===== config.mk =====
export PLATFORM = sky130hd
export DESIGN_NAME = ds1_stuff_ctrl
export DESIGN_NICKNAME = d
export VERILOG_FILES = /design/src/rtl/ds1_stuff_pkg.sv /design/src/rtl/ds1_holdoff_cnt.sv /design/src/rtl/ds1_stuff_ctrl.sv
export SDC_FILE = /design/constraint.sdc
export NUM_CORES = 1
export LEC_CHECK = 0
export ABC_AREA = 1
export BUFFER_PORTS_ARGS = -buffer_cell sky130_fd_sc_hd__buf_2
export CORE_MARGIN = 2
export CORE_UTILIZATION = 50
export CTS_CLUSTER_SIZE = 40
export DETAILED_ROUTE_END_ITERATION = 8
export MAX_ROUTING_LAYER = met4
export PLACE_DENSITY = 0.74
export SLEW_MARGIN = 5
export SYNTH_ARGS = -nofsm -noshare
export SYNTH_HDL_FRONTEND = slang
export SYNTH_SLANG_ARGS = --single-unit

===== constraint.sdc =====
create_clock -name ds1ck -period 2 [get_ports ds1ck]
set_input_delay 0.2 -clock ds1ck [delete_from_list [all_inputs] [get_ports ds1ck]]
set_output_delay 0.2 -clock ds1ck [all_outputs]
set_load 0.01 [all_outputs]

===== src/rtl/ds1_stuff_pkg.sv =====
// Shared types and widths for the DS1 bit-stuffing controller.
package ds1_stuff_pkg;

    localparam int SPACING_W = 4;
    localparam int CNT_W     = 8;

    // Controller states; ISSUE is always a single-cycle state.
    typedef enum logic [1:0] {
        ST_IDLE    = 2'd0,
        ST_ARMED   = 2'd1,
        ST_ISSUE   = 2'd2,
        ST_HOLDOFF = 2'd3
    } stuff_state_t;

    // Type of the stuff event waiting for a frame boundary.
    typedef enum logic {
        PEND_ADD = 1'b0,
        PEND_SUB = 1'b1
    } pend_t;

endpackage


===== src/rtl/ds1_holdoff_cnt.sv =====
// Frame-spacing counter: loaded when a command issues, counts frame_sync
// pulses down to zero and flags when the spacing has elapsed.
module ds1_holdoff_cnt
    import ds1_stuff_pkg::*;
(
    input  logic                 ds1ck,
    input  logic                 resetn,
    input  logic                 i_load,
    input  logic [SPACING_W-1:0] i_load_val,
    input  logic                 i_dec,
    output logic                 o_zero
);

    logic [SPACING_W-1:0] r_cnt;

    // Load has priority over decrement; the count saturates at zero.
    always_ff @(posedge ds1ck) begin
        if (!resetn) begin
            r_cnt <= '0;
        end else if (i_load) begin
            r_cnt <= i_load_val;
        end else if (i_dec && (r_cnt != '0)) begin
            r_cnt <= r_cnt - 1'b1;
        end
    end

    assign o_zero = (r_cnt == '0);

endmodule


===== src/rtl/ds1_stuff_ctrl.sv =====
// DS1 positive/negative stuff controller. A level request arms the block,
// the next frame_sync issues a one-cycle add/sub command, then a holdoff of
// spacing_cfg frame boundaries keeps further events apart.
module ds1_stuff_ctrl
    import ds1_stuff_pkg::*;
(
    input  logic                 ds1ck,
    input  logic                 resetn,
    input  logic                 add_req,
    input  logic                 sub_req,
    input  logic                 frame_sync,
    input  logic [SPACING_W-1:0] spacing_cfg,
    output logic                 ds1_add,
    output logic                 ds1_sub,
    output logic                 busy,
    output logic                 conflict,
    output logic                 dropped,
    output logic [CNT_W-1:0]     event_cnt
);

    stuff_state_t        r_state;
    stuff_state_t        w_state_nxt;
    pend_t               r_pend;
    pend_t               w_pend_nxt;
    logic                r_add_d;
    logic                r_sub_d;
    logic                w_add_rise;
    logic                w_sub_rise;
    logic                w_opp_req;
    logic                w_same_rise;
    logic                w_conflict_nxt;
    logic                w_dropped_nxt;
    logic                w_hold_load;
    logic                w_hold_dec;
    logic                w_hold_zero;
    logic                r_ds1_add;
    logic                r_ds1_sub;
    logic                r_busy;
    logic                r_conflict;
    logic                r_dropped;
    logic [CNT_W-1:0]    r_event_cnt;

    assign w_add_rise  = add_req & ~r_add_d;
    assign w_sub_rise  = sub_req & ~r_sub_d;
    assign w_opp_req   = (r_pend == PEND_ADD) ? sub_req : add_req;
    assign w_same_rise = (r_pend == PEND_ADD) ? w_add_rise : w_sub_rise;

    // Spacing is captured only while issuing, so edits during holdoff are inert.
    assign w_hold_load = (r_state == ST_ISSUE);
    assign w_hold_dec  = (r_state == ST_HOLDOFF) && frame_sync;

    ds1_holdoff_cnt u_holdoff (
        .ds1ck      (ds1ck),
        .resetn     (resetn),
        .i_load     (w_hold_load),
        .i_load_val (spacing_cfg),
        .i_dec      (w_hold_dec),
        .o_zero     (w_hold_zero)
    );

    // Next-state, pending-type and event-pulse decode.
    always_comb begin
        w_state_nxt    = r_state;
        w_pend_nxt     = r_pend;
        w_conflict_nxt = 1'b0;
        w_dropped_nxt  = 1'b0;
        case (r_state)
            ST_IDLE: begin
                if (add_req && sub_req) begin
                    w_conflict_nxt = 1'b1;
                end else if (add_req) begin
                    w_pend_nxt  = PEND_ADD;
                    w_state_nxt = ST_ARMED;
                end else if (sub_req) begin
                    w_pend_nxt  = PEND_SUB;
                    w_state_nxt = ST_ARMED;
                end
            end
            ST_ARMED: begin
                w_dropped_nxt = w_same_rise;
                if (frame_sync) begin
                    // The frame boundary wins; an opposing request is still flagged.
                    w_state_nxt    = ST_ISSUE;
                    w_conflict_nxt = w_opp_req;
                end else if (w_opp_req) begin
                    w_conflict_nxt = 1'b1;
                    w_state_nxt    = ST_IDLE;
                end
            end
            ST_ISSUE: begin
                w_state_nxt = (spacing_cfg == '0) ? ST_IDLE : ST_HOLDOFF;
            end
            ST_HOLDOFF: begin
                w_dropped_nxt = w_add_rise | w_sub_rise;
                if (w_hold_zero) begin
                    w_state_nxt = ST_IDLE;
                end
            end
            default: begin
                w_state_nxt = ST_IDLE;
            end
        endcase
    end

    // State, pending type and request edge history.
    always_ff @(posedge ds1ck) begin
        if (!resetn) begin
            r_state <= ST_IDLE;
            r_pend  <= PEND_ADD;
            r_add_d <= 1'b0;
            r_sub_d <= 1'b0;
        end else begin
            r_state <= w_state_nxt;
            r_pend  <= w_pend_nxt;
            r_add_d <= add_req;
            r_sub_d <= sub_req;
        end
    end

    // Registered outputs; command pulses coincide with the ISSUE cycle.
    always_ff @(posedge ds1ck) begin
        if (!resetn) begin
            r_ds1_add   <= 1'b0;
            r_ds1_sub   <= 1'b0;
            r_busy      <= 1'b0;
            r_conflict  <= 1'b0;
            r_dropped   <= 1'b0;
            r_event_cnt <= '0;
        end else begin
            r_ds1_add  <= (w_state_nxt == ST_ISSUE) && (w_pend_nxt == PEND_ADD);
            r_ds1_sub  <= (w_state_nxt == ST_ISSUE) && (w_pend_nxt == PEND_SUB);
            r_busy     <= (w_state_nxt != ST_IDLE);
            r_conflict <= w_conflict_nxt;
            r_dropped  <= w_dropped_nxt;
            if (r_state == ST_ISSUE) begin
                r_event_cnt <= r_event_cnt + 1'b1;
            end
        end
    end

    assign ds1_add   = r_ds1_add;
    assign ds1_sub   = r_ds1_sub;
    assign busy      = r_busy;
    assign conflict  = r_conflict;
    assign dropped   = r_dropped;
    assign event_cnt = r_event_cnt;

endmodule


# Yosys cells after proc, flatten, opt, wreduce, memory -nomap -nowiden
# Cells that the tools add are included.
# word_totals
reg_bits	22
wordCells	55
# classes
add_sub_neg	2
n_eq_ne	4
mux	21
bitwise_logic	6
reduce_logical	11
# op_table
operator	count
2-to-1 mux 2 bit	7
2-to-1 mux 1 bit	9
adder 8 x 1 -> 8 bit (second input constant)	1
logical NOT 4 bit	2
2-to-1 mux 4 bit	2
case mux 2 bit (4 select lines)	1
equality test 2 bit (second input constant)	3
logical AND 1 bit	5
case mux 1 bit (2 select lines)	2
nonzero test 2 bit	2
nonzero test 4 bit	1
subtractor 4 x 1 -> 4 bit (second input constant)	1
NOT 1 bit	3
bitwise AND 1 bit	2
equality test 2 x 1 -> 1 bit (second input constant)	1
logical NOT 2 bit	1
bitwise OR 1 bit	1

# Logic depth before layout (Yosys ltp)
# depth
depth_word	6
mapped_depth	9
ltp_nobuf	9

# Hierarchy
# Synthesis repeated with hierarchy kept, for this count alone.
# hier_totals
hier_cells	163
hier_area_um2	1118.6
# by_module_without_submodules
module	n_inst	cells_per_inst	area_each_um2
ds1_stuff_ctrl	1	122	844.6
ds1_holdoff_cnt	1	41	274.0

# Worst setup path before layout
# No wires, ideal clock.
# synth_timing
kind	register to register
startpoint	register u_holdoff.r_cnt[0]
endpoint	register u_holdoff.r_cnt[2]
arrival_time_ns	1.174
t_required_ns	1.888
setup_slack_ns	0.714
stages_incl_launch_ff	10
path_buffers	0
period_less_slack_ns	1.286
path_cell_list	dfxtp_1 > inv_1 > ha_1 > inv_1 > nor3_1 > nor2_4 > inv_2 > nand2_2 > nor2_1 > nor2_2
# synth_between
elab_chain_cells	3
elab_cells_between_ends	6
classes_between	add/sub (1); mux (2); reduce/logical (3)
# synth_rtl
item	line	rtl
start, declared	ds1_holdoff_cnt.sv:14	logic [SPACING_W-1:0] r_cnt;
start signal, assigned	ds1_holdoff_cnt.sv:21	r_cnt <= i_load_val;
start signal, assigned	ds1_holdoff_cnt.sv:23	r_cnt <= r_cnt - 1'b1;
subtractor 4 x 1 -> 4 bit / nonzero test 4 bit (equally long branches)	ds1_holdoff_cnt.sv:23, ds1_holdoff_cnt.sv:22	
2-to-1 mux 4 bit / logical AND 1 bit (equally long branches)	ds1_holdoff_cnt.sv:22	end else if (i_dec && (r_cnt != '0)) begin
2-to-1 mux 4 bit / nonzero test 2 bit (equally long branches)	--	
# Several ways; a longest one is shown, not always the timed one. The select of a mux whose other input is x is not followed.
# A chain may end at the register's enable or synchronous reset.

# Worst setup path after layout
# layout_timing
startpoint	register u_holdoff.r_cnt[0]
endpoint	register u_holdoff.r_cnt[1]
# Same word-level chain as after synthesis.

==> flow_summary.json <==
{
  "outcome": "finished, final reports clean",
  "clock_skew_ns": 0.00234,
  "ys_types": 23,
  "syn_area_per_cell_um2": 6.85,
  "grt_max_degree": 16,
  "crit_chain": "inv_1 > ha_1 > inv_1 > nor3_1 > nor2_4 > inv_2 > nand2_2 > nor2_1 > nor2_2",
  "ys_ff_latch": 22,
  "hold_start": "sub_req",
  "cts_buffers": 3,
  "clock.fmax_ghz": 0.717,
  "dieArea_um2": 2580,
  "min_path_cells": 3,
  "cp.required_ns": 2.22,
  "min_to": "r_sub_d",
  "slew_viol_final": 0,
  "cts_resized": 0,
  "layout_min_cycle_time_ns": 1.40,
  "grt_pass1_wl_mm": 3.91,
  "wl_per_cell_um": 10.8,
  "io_pins": 22,
  "critical_path.most_common_cell": "inv_1",
  "post_cts_buffers": 0,
  "netlist_instances": 160,
  "stdcell_area_um2": 1250,
  "vias": 1040,
  "critPathSlowestCell": "dfxtp_1",
  "worstSetupEndpointType": "flip-flop",
  "timing.rr.start": "u_holdoff.r_cnt[0]",
  "drtIter0Drc": 14,
  "relSlewSlack_pct": 78.5,
  "period_share_pct": 69.8,
  "path_max_fanout": 4,
  "final_cell_mix": "nand2_1, nor2_1, inv_1, dfxtp_1, buf_2",
  "clock_path_buffers": 2,
  "cap_violations": 0,
  "rsz0062_at_grt": "false",
  "syn_area_um2": 1100,
  "routed_wirelength_mm": 2.27,
  "netlist.top_cell.by_area": "dfxtp_1",
  "root_buffer": "clkbuf_4",
  "diodes": 0,
  "overflow": 0,
  "initial_core_util_pct": 54.2,
  "final_util_pct": 62.0,
  "total_leakage_power_nw": 0.620,
  "setup_viol": 0,
  "timing.rr.end": "u_holdoff.r_cnt[1]",
  "yosys_warnings": 0,
  "fill_cells": 201,
  "drc_errors": 0,
  "final_common_cell": "nand2_1",
  "port_buffers": 21,
  "ant_nets": 0,
  "regToRegSetupSlack_ns": 0.60,
  "clkLatencyLatePin_ns": 0.30,
  "fin_nets": 196,
  "row_count": 16,
  "firstDrtPassIters": 4,
  "dpl_worst_slack_ns": 0.613,
  "r2r_cells": 9,
  "ir_drop_v": 0.000467,
  "final_layout_size_suffix_gt1_share_pct": 22.4,
  "min_path_type": "primary input to flip-flop",
  "clock_sinks": 22,
  "path_clk_slew_ns": 0.11,
  "antenna_found_initial": 0,
  "gp_congestion": 0.794,
  "dp_hpwl_mm": 1.79,
  "synth_top_cell_area_share_pct": 40.2,
  "ys_top_cells_by_area": "dfxtp_1, nand2_1, nor2_1",
  "ys_seq_area_share_pct": 40.2,
  "final_cells": 210,
  "core-area_um2": 2020,
  "p_per_area_nw_per_um2": 676,
  "worst_ep_arrival_time_ns": 1.61,
  "track_usage_pct": 20.2,
  "areaGrowthSynthToFinish_pct": 14.4,
  "synth_nets": 171,
  "htree_levels": 1,
  "die_w_um": 50.8,
  "worst_pin_slew_ns": 0.321,
  "grt_pass1_vias": 973,
  "cp-start-kind": "flip-flop",
  "crit_type": "flip-flop to flip-flop",
  "hold_viol_final": 0,
  "setup_ws_ns": 0.605,
  "cts_tree": "built",
  "placed_area_um2": 1230,
  "viasPerCell": 4.95,
  "setup_tns_ns": 0,
  "dp.cells": 207,
  "die_h_um": 50.8,
  "cts_hold_buffers": 0,
  "slowest_delay_ns": 0.33
}
==> power breakdown <==
part	internal, W	switching, W	total [W]
clock network	0.0000704	0.000127	0.000198
logic	0.0000612	0.000103	0.000165
registers	0.000464	0.0000218	0.000486
total	0.000595	0.000253	0.000848
==> logic make-up after synthesis <==
group | after synthesis | synth area share (%)
AOI/OAI and AO/OA | 21 | 10.5
xor gates and xnor gates | 1 | 0.799
and+or+nand+nor | 86 | 36.5
buffers and inverters | 28 | 9.70
adders and majority gates | 2 | 2.28
DFF | 22 | 40.2
==> sequential cells by signal, indices dropped and copies added (netlist names) <==
register / flops
busy: 1
conflict: 1
dropped: 1
ds1_add: 1
ds1_sub: 1
event_cnt: 8
r_add_d: 1
r_pend: 1
r_state: 2
r_sub_d: 1
u_holdoff.r_cnt: 4
==> critical path, delay by kind of cell (launching register included) <==
family / cells / cell delay (ns)
buf+inv: 3 / 0.24
simple gates: 5 / 0.55
flops: 1 / 0.33
fa+ha+maj: 1 / 0.19
==> cells in the mapped netlist, drive strengths merged <==
master	instances
nand4	1
nand2	39
nand3	12
ha	2
dfxtp	22
inv	26
a21o	2
nor2	28
nor3	6
o211ai	1
clkinv	1
o21bai	1
xnor2	1
a21oi	8
o21ai	9
clkbuf	1
==> stage by stage <==
| step | power [W] | hold slack (ns) |
|---|---|---|
| 2_1_floorplan | 0.000611 | 0.293 |
| 3_3_place_gp | 0.000652 | 0.431 |
| 3_5_place_dp | 0.000660 | 0.433 |
| 4_1_cts | 0.000850 | 0.113 |
| 5_1_grt | 0.000897 | 0.126 |
| 6_report | 0.000848 | 0.112 |
==> per-layer routing <==
layer	up-vias	part of all wire (%)	global-route usage, %
li1	549	-	-
met2	20	48	35.7
met4	0	1.6	6.76
met3	5	3.0	2.63
met5	-	0	-
met1	466	48	23.8
==> cell type report <==
| type | count | area (um2) | area share, % |
|---|---|---|---|
| Clock buffer | 3 | 22.5 | 1.80 |
| Multi-Input combinational cell | 110 | 549 | 43.8 |
| Timing Repair Buffer | 21 | 105 | 8.38 |
| Sequential cell | 22 | 440 | 35.1 |
| Inverter | 27 | 103 | 8.18 |
| Tap cell | 27 | 33.8 | 2.69 |
==> how the worst max path moves through the flow <==
stage | from | endpoint | cells past startpoint
detailed placement | u_holdoff.r_cnt[0] | u_holdoff.r_cnt[1] | 9
global route | u_holdoff.r_cnt[0] | u_holdoff.r_cnt[1] | 9
finish | u_holdoff.r_cnt[0] | u_holdoff.r_cnt[1] | 9
CTS | u_holdoff.r_cnt[0] | u_holdoff.r_cnt[1] | 9
global placement | u_holdoff.r_cnt[0] | u_holdoff.r_cnt[1] | 9
floorplan | u_holdoff.r_cnt[0] | u_holdoff.r_cnt[2] | 9
No activity file was read; power rests on OpenSTA's default activity.
